`src/rtl/sensor_pkg.sv`:
```
// rtl/sensor_pkg.sv - shared types, widths and error equation for the sensor alarm supervisor
package sensor_pkg;

  localparam int SENSOR_W = 4;

  typedef enum logic [1:0] {IDLE, PENDING, ALARM, CLEAR_WAIT} alarm_state_t;

  // Sensor 0 alone is fatal; sensor 1 is fatal only together with sensor 2 or 3.
  function automatic logic sensor_err(input logic [3:0] s);
    return s[0] | (s[1] & (s[3] | s[2]));
  endfunction

endpackage

```
`src/rtl/debounce_counter.sv`:
```
// rtl/debounce_counter.sv - debounce up-counter with clear and terminal-count flag
module debounce_counter #(
  parameter int DEBOUNCE = 4,
  parameter int W        = $clog2(DEBOUNCE + 1)
) (
  input  logic clk,
  input  logic rst,
  input  logic clear,
  input  logic count_enable,
  output logic rollover_flag
);

  localparam logic [W-1:0] LAST = W'(DEBOUNCE - 1);

  logic [W-1:0] cnt_q;
  logic [W-1:0] cnt_d;

  always_comb begin
    cnt_d = cnt_q;
    if (clear) begin
      cnt_d = '0;
    end else if (count_enable) begin
      cnt_d = cnt_q + W'(1);
    end
  end

  always_ff @(posedge clk or posedge rst) begin
    if (rst) begin
      cnt_q <= '0;
    end else begin
      cnt_q <= cnt_d;
    end
  end

  assign rollover_flag = (cnt_q == LAST);

endmodule

```
`src/rtl/sensor_alarm_ctrl.sv`:
```
// rtl/sensor_alarm_ctrl.sv - synchronizes and masks sensors, debounces the error, latches alarm until ack
module sensor_alarm_ctrl
  import sensor_pkg::*;
#(
  parameter int DEBOUNCE = 4,
  parameter int CNT_W    = 8
) (
  input  logic                clk,
  input  logic                rst,
  input  logic [SENSOR_W-1:0] sensors,
  input  logic [SENSOR_W-1:0] mask,
  input  logic                ack,
  output logic                alarm,
  output logic                pending,
  output logic [SENSOR_W-1:0] fault_snap,
  output logic [CNT_W-1:0]    alarm_count
);

  localparam logic [CNT_W-1:0] CNT_MAX = '1;

  logic [SENSOR_W-1:0] s_meta_q;
  logic [SENSOR_W-1:0] s_sync_q;
  logic [SENSOR_W-1:0] s_m;
  logic                err;

  alarm_state_t        state_q, state_d;
  logic                alarm_q, pending_q;
  logic [SENSOR_W-1:0] snap_q;
  logic [CNT_W-1:0]    count_q;
  logic                rollover;
  logic                enter_alarm;

  always_ff @(posedge clk or posedge rst) begin
    if (rst) begin
      s_meta_q <= '0;
      s_sync_q <= '0;
    end else begin
      s_meta_q <= sensors;
      s_sync_q <= s_meta_q;
    end
  end

  assign s_m = s_sync_q & mask;
  assign err = sensor_err(s_m);

  always_comb begin
    state_d = state_q;
    case (state_q)
      IDLE: begin
        if (err) begin
          state_d = (DEBOUNCE == 1) ? ALARM : PENDING;
        end
      end
      PENDING: begin
        if (!err) begin
          state_d = IDLE;
        end else if (rollover) begin
          state_d = ALARM;
        end
      end
      ALARM: begin
        if (ack) begin
          state_d = err ? CLEAR_WAIT : IDLE;
        end
      end
      CLEAR_WAIT: begin
        if (!err) begin
          state_d = IDLE;
        end
      end
      default: state_d = IDLE;
    endcase
  end

  assign enter_alarm = (state_d == ALARM) && (state_q != ALARM);

  // The counter only runs while the next state is PENDING, so it reads 1 on the first pending cycle.
  debounce_counter #(
    .DEBOUNCE(DEBOUNCE)
  ) u_debounce (
    .clk          (clk),
    .rst          (rst),
    .clear        (state_d != PENDING),
    .count_enable (state_d == PENDING),
    .rollover_flag(rollover)
  );

  always_ff @(posedge clk or posedge rst) begin
    if (rst) begin
      state_q   <= IDLE;
      alarm_q   <= 1'b0;
      pending_q <= 1'b0;
      snap_q    <= '0;
      count_q   <= '0;
    end else begin
      state_q   <= state_d;
      alarm_q   <= (state_d == ALARM);
      pending_q <= (state_d == PENDING);
      if (enter_alarm) begin
        snap_q <= s_m;
        if (count_q != CNT_MAX) begin
          count_q <= count_q + CNT_W'(1);
        end
      end
    end
  end

  assign alarm       = alarm_q;
  assign pending     = pending_q;
  assign fault_snap  = snap_q;
  assign alarm_count = count_q;

endmodule

```
`config.mk`:
```
export PLATFORM = sky130hd
export DESIGN_NAME = sensor_alarm_ctrl
export DESIGN_NICKNAME = d
export VERILOG_FILES = /design/src/rtl/sensor_pkg.sv /design/src/rtl/debounce_counter.sv /design/src/rtl/sensor_alarm_ctrl.sv
export SDC_FILE = /design/constraint.sdc
export NUM_CORES = 1
export LEC_CHECK = 0
export ABC_AREA = 1
export BUFFER_PORTS_ARGS = -buffer_cell sky130_fd_sc_hd__buf_2
export CORE_MARGIN = 2
export CORE_UTILIZATION = 56
export CTS_CLUSTER_DIAMETER = 40
export DETAILED_ROUTE_END_ITERATION = 8
export PLACE_DENSITY = 0.82
export REMOVE_ABC_BUFFERS = 1
export SETUP_SLACK_MARGIN = 0.05
export SYNTH_ARGS = -nofsm -noshare
export SYNTH_HDL_FRONTEND = slang
export SYNTH_HIERARCHICAL = 1
export SYNTH_SLANG_ARGS = --single-unit
```
`constraint.sdc`:
```
create_clock -name clk -period 3.9 [get_ports clk]
set_clock_uncertainty 0.15 [all_clocks]
set_input_delay 0.78 -clock clk [delete_from_list [all_inputs] [get_ports clk]]
set_output_delay 0.78 -clock clk [all_outputs]
set_load 0.01 [all_outputs]
```
==> results.yml, run 1 <==
run_status:
  outcome: "finished clean"
final_layout:
  final_area_sq_mm: 0.001373
  nFillCells: 157
  drive_above_1_share_pct: 23.42
  fin_nets: 173
  syn_to_final_growth_pct: 15.47
  fin_util_pct: 69.26
  n_antenna_cell: 0
setup_path:
  startpoint_type: "flip-flop"
  arrival_ns: 2.06
  crit_fanout: 6
  ff2ff_setup_slack_ns: 1.96
  cp-end-kind: "flip-flop"
  crit_type: "reg -> reg"
  cp.required_ns: 4.02
floorplanning:
  rows: 16
  die_area_sq_mm: 0.002507
  start_util_pct: 59.97
  core_sq_mm: 0.001982
  io_pins: 25
  chipHeight_um: 50.07
  fp.dieW_um: 50.07
routing:
  wl_um: 1942
  wire_per_inst_um: 10.50
  drtIter0Drc: 12
  viasPerCell: 4.768
  drtPass1Iterations: 4
  route.detailed.drc: 0
  num_vias: 882
  ant_nets: 0
yosys:
  syn_area_sq_mm: 0.001189
  ys_types: 18
  synth_top_cell_area_share_pct: 56.84
  yosys.area.top_type: "dfrtp_1"
  synth.top_cells.by_area: "dfrtp_1, nand2_1, inv_1"
  yosysWarnings: 6
  ys_ff_latch: 27
  yosysSeqAreaShare_pct: 56.84
  avgSynthCellArea_sq_um: 9.143
  netlist_instances: 130
placed_design:
  dp_hpwl_um: 1497
  postPlaceCellArea_sq_mm: 0.001343
  gp_congestion: 0.7863
  dpl_worst_slack_ns: 1.753
  io_buffers: 24
clock_network:
  cts.clk_slew.worst_paths_ns: 0.14
  cts_made_buffers: 3
  cts_root_buf: "clkbuf_4"
  clk_latency_ns: 0.31
  cts_resized: 0
  cts_post_setup_buffers_inserted: 0
  ctsHoldBuffers: 0
  cts_buffer_depth: 2
  h-tree-depth: 1
  cts.sinks: 27
  cts_tree: "built"
pwr:
  cellLeakagePower_nw: 0.8067
  p_per_area_mw_per_mm2: 316.9
  irDropWorstVdd_mv: 0.3136
timing:
  slew_violations: 0
  finalWorstSetupSlack_ns: 1.957
  timing.setup.tns_ns: 0
  rsz0062_at_grt: "no"
  hold_viol_final: 0
  fin_worst_hold_slack_ns: 0.1605
  min_period_over_period_pct: 49.83
  fin_crit_ns: 1.943
  report.final.setup_viol: 0
  worst_slew_margin_rel_pct: 41.67
  tightest_slew_ns: 0.8740
  fmax_mhz: 514.6
global_route:
  use_met3_pct: 3.636
  grt_pass1_wl_um: 3298
  grtUsageTotal_pct: 17.47
  grt_pass1_vias: 769
  grtUsageMet1_pct: 23.79
  antenna_found_initial: 0
  use_met2_pct: 28.29
  grt.overflow.total: 0
  busiest_layer: "met2"
  grt_start_max_net_pins: 25
job:
  cap_violations: 0
min_path:
  hold_class: "in -> async"
==> area by class of cell <==
class                      count  area (sq um)  share of cell area, %
timing repair buffer          24         120.1                  8.751
multi-input combinational     85         445.4                  32.45
inverter                      18         67.56                  4.923
tap                           27         33.78                  2.461
clock buffer                   3         22.52                  1.641
clock inverter                 1         7.507                 0.5469
sequential                    27         675.6                  49.23
==> cell families after synthesis <==
family / count (synthesis) / synth area share [%]
AOI/OAI and AO/OA: 6 / 2.526
xor gates and xnor gates: 5 / 3.685
adders and majority gates: 3 / 3.158
buffers and inverters: 18 / 5.684
DFF: 27 / 56.84
and+or+nand+nor: 71 / 28.11
==> layer usage <==
layer	wire, um	part of all wire [%]
met5	0	0
met4	12	0.62
met3	92	4.7
met2	950	49
met1	887	46
==> stage by stage <==
stage	cells	power [mW]
floorplan	130	0.3108
global placement	181	0.3198
detailed placement	181	0.3217
CTS	185	0.4380
global route	185	0.4562
finish	185	0.4350
==> Yosys cell counts <==
master / number
dfrtp_1: 27
ha_1: 3
inv_1: 18
nand2_1: 49
nand2_2: 1
nand2_4: 2
nand3_1: 5
nand3_2: 1
nand3_4: 1
nand4_1: 1
nor2_1: 6
nor2_2: 2
nor2_4: 2
nor3_1: 1
o21ai_0: 5
o21ai_1: 1
xnor2_1: 2
xor2_1: 3
==> placed cells by master (no fill, tap or decap) <==
cell type / count
buf_2: 24
clkbuf_4: 3
clkinvlp_4: 1
dfrtp_1: 27
ha_1: 3
inv_1: 18
nand2_1: 49
nand2_2: 1
nand2_4: 2
nand3_1: 5
nand3_2: 1
nand3_4: 1
nand4_1: 1
nor2_1: 6
nor2_2: 2
nor2_4: 2
nor3_1: 1
o21ai_0: 5
o21ai_1: 1
xnor2_1: 2
xor2_1: 3
==> flip-flops by register name (all words and copies together) (netlist names) <==
register          flops
pending               1
u_debounce/cnt_q      3
alarm                 1
fault_snap            4
state_q               2
alarm_count           8
s_sync_q              4
s_meta_q              4
==> where the power goes <==
group	leakage, nW	internal, mW	switching [mW]
combinational	0.438	0.00849	0.0164
sequential	0.355	0.287	0.00365
clock	0.0139	0.0391	0.0800
total	0.807	0.335	0.100
==> critical path: stages, from the launching register on <==
cell	delay (ns)
dfrtp_1	0.43
ha_1	0.21
ha_1	0.17
nand2_1	0.13
nand2_1	0.09
nor2_1	0.31
inv_1	0.12
nor2_2	0.16
nand2_1	0.06
nand2_1	0.06
==> final timing paths <==
path | start | endpoint | cells past startpoint
max in group asynchronous | rst | alarm_count[6]$_DFFE_PP0P_ | 2
min in group clk | s_meta_q[3]$_DFF_PP0_ | s_sync_q[3]$_DFF_PP0_ | 0
min | rst | u_debounce/cnt_q[0]$_DFFE_PP0P_ | 2
max | u_debounce/cnt_q[0]$_DFFE_PP0P_ | u_debounce/cnt_q[0]$_DFFE_PP0P_ | 9
max reg2reg | u_debounce/cnt_q[0]$_DFFE_PP0P_ | u_debounce/cnt_q[0]$_DFFE_PP0P_ | 9
min reg2reg | s_meta_q[3]$_DFF_PP0_ | s_sync_q[3]$_DFF_PP0_ | 0
Power figures use the tool's default switching activity.
==> run 2: changes to the inputs <==
- CORE_UTILIZATION: 56 -> 52
- PLACE_DENSITY: 0.82 -> 0.77
- clock period: 3.9 -> 1.9 ns (I/O delays scaled with it)
==> results.yml, run 2 (synthesized netlist as in run 1, its figures left out) <==
run_status:
  outcome: "finished clean"
final_layout:
  largest_reg_flops: 8
  drive_above_1_share_pct: 24.70
  layout_commonest_cell: "nand2_1"
  n_antenna_cell: 0
  syn_to_final_growth_pct: 21.68
  fin_nets: 181
  final_area_sq_mm: 0.001446
  mostFrequentLayoutCells: "nand2_1, dfrtp_1, buf_2"
  final_cells: 194
floorplanning:
  fp.dieW_um: 51.81
  start_util_pct: 54.25
  rows: 17
  core_sq_mm: 0.002191
  die_area_sq_mm: 0.002684
  chipHeight_um: 51.81
  io_pins: 25
clock_network:
  cts_root_buf: "clkbuf_4"
  cts_buffer_depth: 2
  cts.clk_slew.worst_paths_ns: 0.14
  h-tree-depth: 1
  cts_tree: "built"
  clk_latency_ns: 0.33
  cts.sinks: 27
  cts_made_buffers: 3
placed_design:
  io_buffers: 24
  postPlaceCellArea_sq_mm: 0.001359
  dp_hpwl_um: 1565
  post-place-cells: 184
  gp_congestion: 0.7883
job:
  cap_violations: 0
pwr:
  p_per_area_mw_per_mm2: 627.6
  comb_power_share_pct: 7.4
  cellLeakagePower_nw: 0.8455
  irDropWorstVdd_mv: 0.3955
  p_switching_mw: 0.2090
  pwr-share-seq_pct: 65.7
  power.internal_mw: 0.6987
  clkPwrFrac_pct: 27.0
  switching_share_pct: 23.03
setup_path:
  critPathMostFrequentCell: "nand2_1"
  cp-end-kind: "flip-flop"
  slowest_delay_ns: 0.43
  critPathSlowestCell: "dfrtp_1"
  crit_type: "reg -> reg"
  path_buf_inv: 1
  cp_cell_sequence: "ha_1, ha_1, nand2_1, nand2_1, nor2_2, inv_1, nor2_2, nand2_1, nand2_1"
  cp.required_ns: 2.03
  crit_fanout: 3
  crit_family: "simple AND/OR/NAND/NOR gates"
  arrival_ns: 1.89
  startpoint_type: "flip-flop"
timing:
  fmax_mhz: 567.6
  fin_crit_ns: 1.762
  min_period_over_period_pct: 92.73
  timing.setup.tns_ns: 0
  slew_violations: 0
  tightest_slew_ns: 0.2957
  rsz0062_at_grt: "no"
  report.final.setup_viol: 0
  worst_slew_margin_rel_pct: 80.29
  hold_viol_final: 0
min_path:
  hold_class: "in -> reg"
global_route:
  grtUsageTotal_pct: 17.52
  grt_pass1_wl_um: 3470
  grt.overflow.total: 0
  grt_pass1_vias: 850
  grt_start_max_net_pins: 25
  antenna_found_initial: 0
routing:
  route.detailed.drc: 0
  viasPerCell: 4.706
  wl_um: 2134
  ant_nets: 0
  drtIter0Drc: 10
  wire_per_inst_um: 11.00
  num_vias: 913
  drtPass1Iterations: 4
## run 2: what timing repair did
item,in CTS,in global routing
hold buffers,4,1
hold endpoints to repair,30,1
setup buffers,0,1
gates resized for setup,0,1
endpoints found under the setup margin,0,3
## run 2: area by class of cell
cell class | instances | area [sq um]
flip-flops and latches | 27 | 675.6
repair buffers | 32 | 192.7
multi-input cells | 85 | 447.9
inverters | 18 | 67.56
well taps | 28 | 35.03
clock inverters | 1 | 5.005
clock buffers | 3 | 22.52
fillers | 188 | 744.5
## run 2: power by group through the flow
stage	Clock [mW]	Sequential, mW	Combinational [mW]
6_report	0.245	0.596	0.0668
5_1_grt	0.273	0.598	0.0754
4_1_cts	0.248	0.597	0.0636
3_5_place_dp	0	0.607	0.0574
3_3_place_gp	0	0.606	0.0544
2_1_floorplan	0	0.607	0.0310
## run 2: final timing paths
path / cells after the start / slack [ns] / startpoint / to
max: 9 / 0.14 / u_debounce/cnt_q[0]$_DFFE_PP0P_ / u_debounce/cnt_q[0]$_DFFE_PP0P_
min: 3 / 0.16 / mask[1] / fault_snap[1]$_DFFE_PP0P_
max reg2reg: 9 / 0.14 / u_debounce/cnt_q[0]$_DFFE_PP0P_ / u_debounce/cnt_q[0]$_DFFE_PP0P_
min reg2reg: 0 / 0.22 / s_meta_q[1]$_DFF_PP0_ / s_sync_q[1]$_DFF_PP0_
max in group asynchronous: 4 / 0.90 / rst / s_meta_q[2]$_DFF_PP0_
min in group asynchronous: 3 / 0.29 / rst / u_debounce/cnt_q[1]$_DFFE_PP0P_
## run 2: metal layers
metal	up-vias	share of wire, %	global-route usage [%]
li1	467	-	-
met5	-	0	0
met2	22	50	31.84
met4	0	2.0	6.579
met1	419	43	20.61
met3	5	5.0	2.874
## run 2: worst reg2reg max path: cells and delay by family, from the launching register on
kind | cells | cell delay (ns)
AND/OR/NAND/NOR | 6 | 0.68
flip-flops | 1 | 0.43
adder cells (fa/ha/maj) | 2 | 0.40
buffers and inverters | 1 | 0.07
## run 2: metrics by stage
step / setup WS (ns) / hold slack [ns] / utilization (%) / power, mW
6_report: 0.1382 / 0.1641 / 66.02 / 0.9077
3_3_place_gp: 0.2413 / 0.1055 / 62.02 / 0.6606
3_5_place_dp: 0.1093 / 0.1118 / 62.02 / 0.6648
2_1_floorplan: 0.1517 / -0.01636 / - / 0.6379
5_1_grt: 0.06629 / 0.1680 / 66.02 / 0.9469
4_1_cts: 0.06290 / 0.003504 / 65.11 / 0.9080
==> run 3: changes to the inputs <==
- ABC_AREA: 1 -> not set
- CORE_UTILIZATION: 52 -> 51
- PLACE_DENSITY: 0.77 -> 0.76
==> results.yml, run 3 <==
run_status:
  outcome: "finished, violations left"
  violations: "setup timing"
routing:
  drtIter0Drc: 12
  ant_nets: 0
  wire_per_inst_um: 12.55
  viasPerCell: 5.051
  drtPass1Iterations: 4
  wl_um: 1970
  route.detailed.drc: 0
  num_vias: 793
final_layout:
  n_antenna_cell: 0
  mostFrequentLayoutCells: "dfrtp_1, buf_2, nand2_1"
  nFillCells: 145
  drive_above_1_share_pct: 35.38
  final_cells: 157
  fin_nets: 145
  largest_reg_flops: 8
  syn_to_final_growth_pct: 31.99
  layout_commonest_cell: "dfrtp_1"
clock_network:
  cts_root_buf: "clkbuf_4"
  cts_tree: "built"
  cts.clk_slew.worst_paths_ns: 0.16
  cts_made_buffers: 3
  cts.sinks: 27
  cts_buffer_depth: 2
  h-tree-depth: 1
  clk_latency_ns: 0.33
global_route:
  grtUsageMet1_pct: 22.69
  grtUsageTotal_pct: 18.60
  antenna_found_initial: 0
  grt.overflow.total: 0
  grt_pass1_vias: 823
  use_met3_pct: 3.869
  busiest_layer: "met2"
  grt_pass1_wl_um: 3525
  use_met2_pct: 32.02
  grt_start_max_net_pins: 25
floorplanning:
  chipHeight_um: 50.18
  io_pins: 25
  start_util_pct: 54.86
  core_sq_mm: 0.001982
  die_area_sq_mm: 0.002518
  fp.dieW_um: 50.18
  rows: 16
min_path:
  hold_class: "in -> reg"
timing:
  hold_viol_final: 0
  fin_crit_ns: 1.947
  rsz0062_at_grt: "yes"
  fmax_mhz: 513.6
  tightest_slew_ns: 0.3228
  slew_violations: 0
  report.final.setup_viol: 6
  fin_worst_hold_slack_ns: 0.1371
  finalWorstSetupSlack_ns: -0.04691
  worst_slew_margin_rel_pct: 78.43
  min_period_over_period_pct: 102.5
pwr:
  pwr-share-seq_pct: 65.0
  p_switching_mw: 0.2187
  clkPwrFrac_pct: 27.5
  irDropWorstVdd_mv: 0.5327
  p_per_area_mw_per_mm2: 643.3
  power.internal_mw: 0.7045
  switching_share_pct: 23.69
  p_total_mw: 0.9232
  cellLeakagePower_nw: 0.7294
  comb_power_share_pct: 7.5
yosys:
  yosysSeqAreaShare_pct: 62.14
  synth-edff-count: 0
  synthFlopType: "dfrtp_1"
  synth.top_cells.by_area: "dfrtp_1, xor2_1, nand2_1"
  netlist_instances: 91
  yosys.area.top_type: "dfrtp_1"
  yosysWarnings: 6
  ys_types: 25
  yosys.cell_count.top_type: "dfrtp_1"
  synthArstFlopShare_pct: 100.0
  syn_area_sq_mm: 0.001087
  synth_top_cell_area_share_pct: 62.14
  synth_commonest_cells: "dfrtp_1, nand2_1, nor2_1, o21ai_0, xor2_1"
  ys_ff_latch: 27
  avgSynthCellArea_sq_um: 11.95
setup_path:
  startpoint_type: "flip-flop"
  cp_num_cells: 6
  crit_family: "flip-flops"
  arrival_ns: 2.01
  reg2regPathDepth: 6
  ff2ff_setup_slack_ns: -0.05
  critPathLaunch: "u_debounce/cnt_q[1]$_DFFE_PP0P_"
  slowest_delay_ns: 0.40
  cp-endpoint: "alarm_count[1]$_DFFE_PP0P_"
  critPathSlowestCell: "dfrtp_1"
  crit_type: "reg -> reg"
  path_buf_inv: 0
  r2r-end: "alarm_count[1]$_DFFE_PP0P_"
  worstReg2RegStart: "u_debounce/cnt_q[1]$_DFFE_PP0P_"
  cp_cell_sequence: "ha_2, ha_4, nand2_4, a2111o_1, nor2_1, mux2_2"
  crit_fanout: 4
  cp-end-kind: "flip-flop"
  cp.required_ns: 1.97
placed_design:
  io_buffers: 24
  gp_congestion: 0.8876
  dp_hpwl_um: 1305
  dpl_worst_slack_ns: -0.1007
  post-place-cells: 146
job:
  cap_violations: 0
==> run 3: changes by cell type after synthesis, sizes merged, moves of 2 or more <==
cell	change
a22oi	+2
inv	-13
mux2	+2
nand2	-40
nand3	-2
nor2	-3
nor3	+3
nor4	+2
xor2	+3
==> run 3: logic make-up (layout without fill, tap and decap cells) <==
family,after synthesis,after routing,share of synthesized area [%]
xor gates and xnor gates,7,7,5.639
adders and majority gates,3,3,3.453
buffers and inverters,6,45,2.762
AOI/OAI and AO/OA,13,13,8.171
muxes,3,3,2.992
DFF,27,27,62.14
and+or+nand+nor,32,32,14.84
==> run 3: power by group through the flow <==
stage	Clock [mW]	Combinational [mW]	Sequential [mW]
3_3_place_gp	0	0.0576	0.609
2_1_floorplan	0	0.0322	0.610
4_1_cts	0.258	0.0696	0.600
3_5_place_dp	0	0.0600	0.610
6_report	0.253	0.0695	0.600
5_1_grt	0.287	0.0781	0.603
==> run 3: per-stage QoR <==
stage          cell area, sq um  util [%]  TNS (ns)
2_1_floorplan              1076         -   -0.1975
3_3_place_gp               1267     63.95  -0.03198
3_5_place_dp               1267     63.95   -0.3282
4_1_cts                    1421     71.72  -0.08730
5_1_grt                    1435     72.41   -0.8530
6_report                   1435     72.41   -0.1230
==> run 3: routing by layer <==
layer	vias up	wire length [um]
met5	-	0
met4	0	38
met3	4	73
met2	16	1033
met1	382	824
li1	391	-
==> run 3: final cells by class <==
cell class                      instances  area, sq um  share of cell area, %
Clock buffer                            3        22.52                  1.569
Inverter                                5        18.77                  1.308
Clock inverter                          1        7.507                 0.5231
Sequential cell                        27        675.6                  47.08
Multi-Input combinational cell         58        446.7                  31.12
Timing Repair Buffer                   36        230.2                  16.04
Tap cell                               27        33.78                  2.354
==> run 3: timing repair <==
| action | 4_1_cts | 5_1_grt |
|---|---|---|
| setup buffers | 2 | 0 |
| endpoints found under the hold margin | 31 | 0 |
| hold buffers | 5 | 0 |
| pin swaps | 7 | 1 |
| setup endpoints to repair | 8 | 13 |
| gates resized for setup | 11 | 4 |
==> run 3: how the worst min path moves through the flow <==
stage / endpoint / cells past startpoint / startpoint
2_1_floorplan: u_debounce/cnt_q[0]$_DFFE_PP0P_ / 1 / rst
3_3_place_gp: u_debounce/cnt_q[2]$_DFFE_PP0P_ / 2 / rst
3_5_place_dp: u_debounce/cnt_q[1]$_DFFE_PP0P_ / 2 / rst
4_1_cts: fault_snap[2]$_DFFE_PP0P_ / 3 / mask[2]
5_1_grt: fault_snap[2]$_DFFE_PP0P_ / 3 / mask[2]
6_report: fault_snap[2]$_DFFE_PP0P_ / 3 / mask[2]
==> run 3: worst register-to-register path: cells and delay by family (launching register included) <==
family / cells / cell delay [ns]
flip-flops: 1 / 0.40
multiplexers: 1 / 0.36
AO/OA/AOI/OAI: 1 / 0.35
adder cells (fa/ha/maj): 2 / 0.34
AND/OR/NAND/NOR: 2 / 0.25
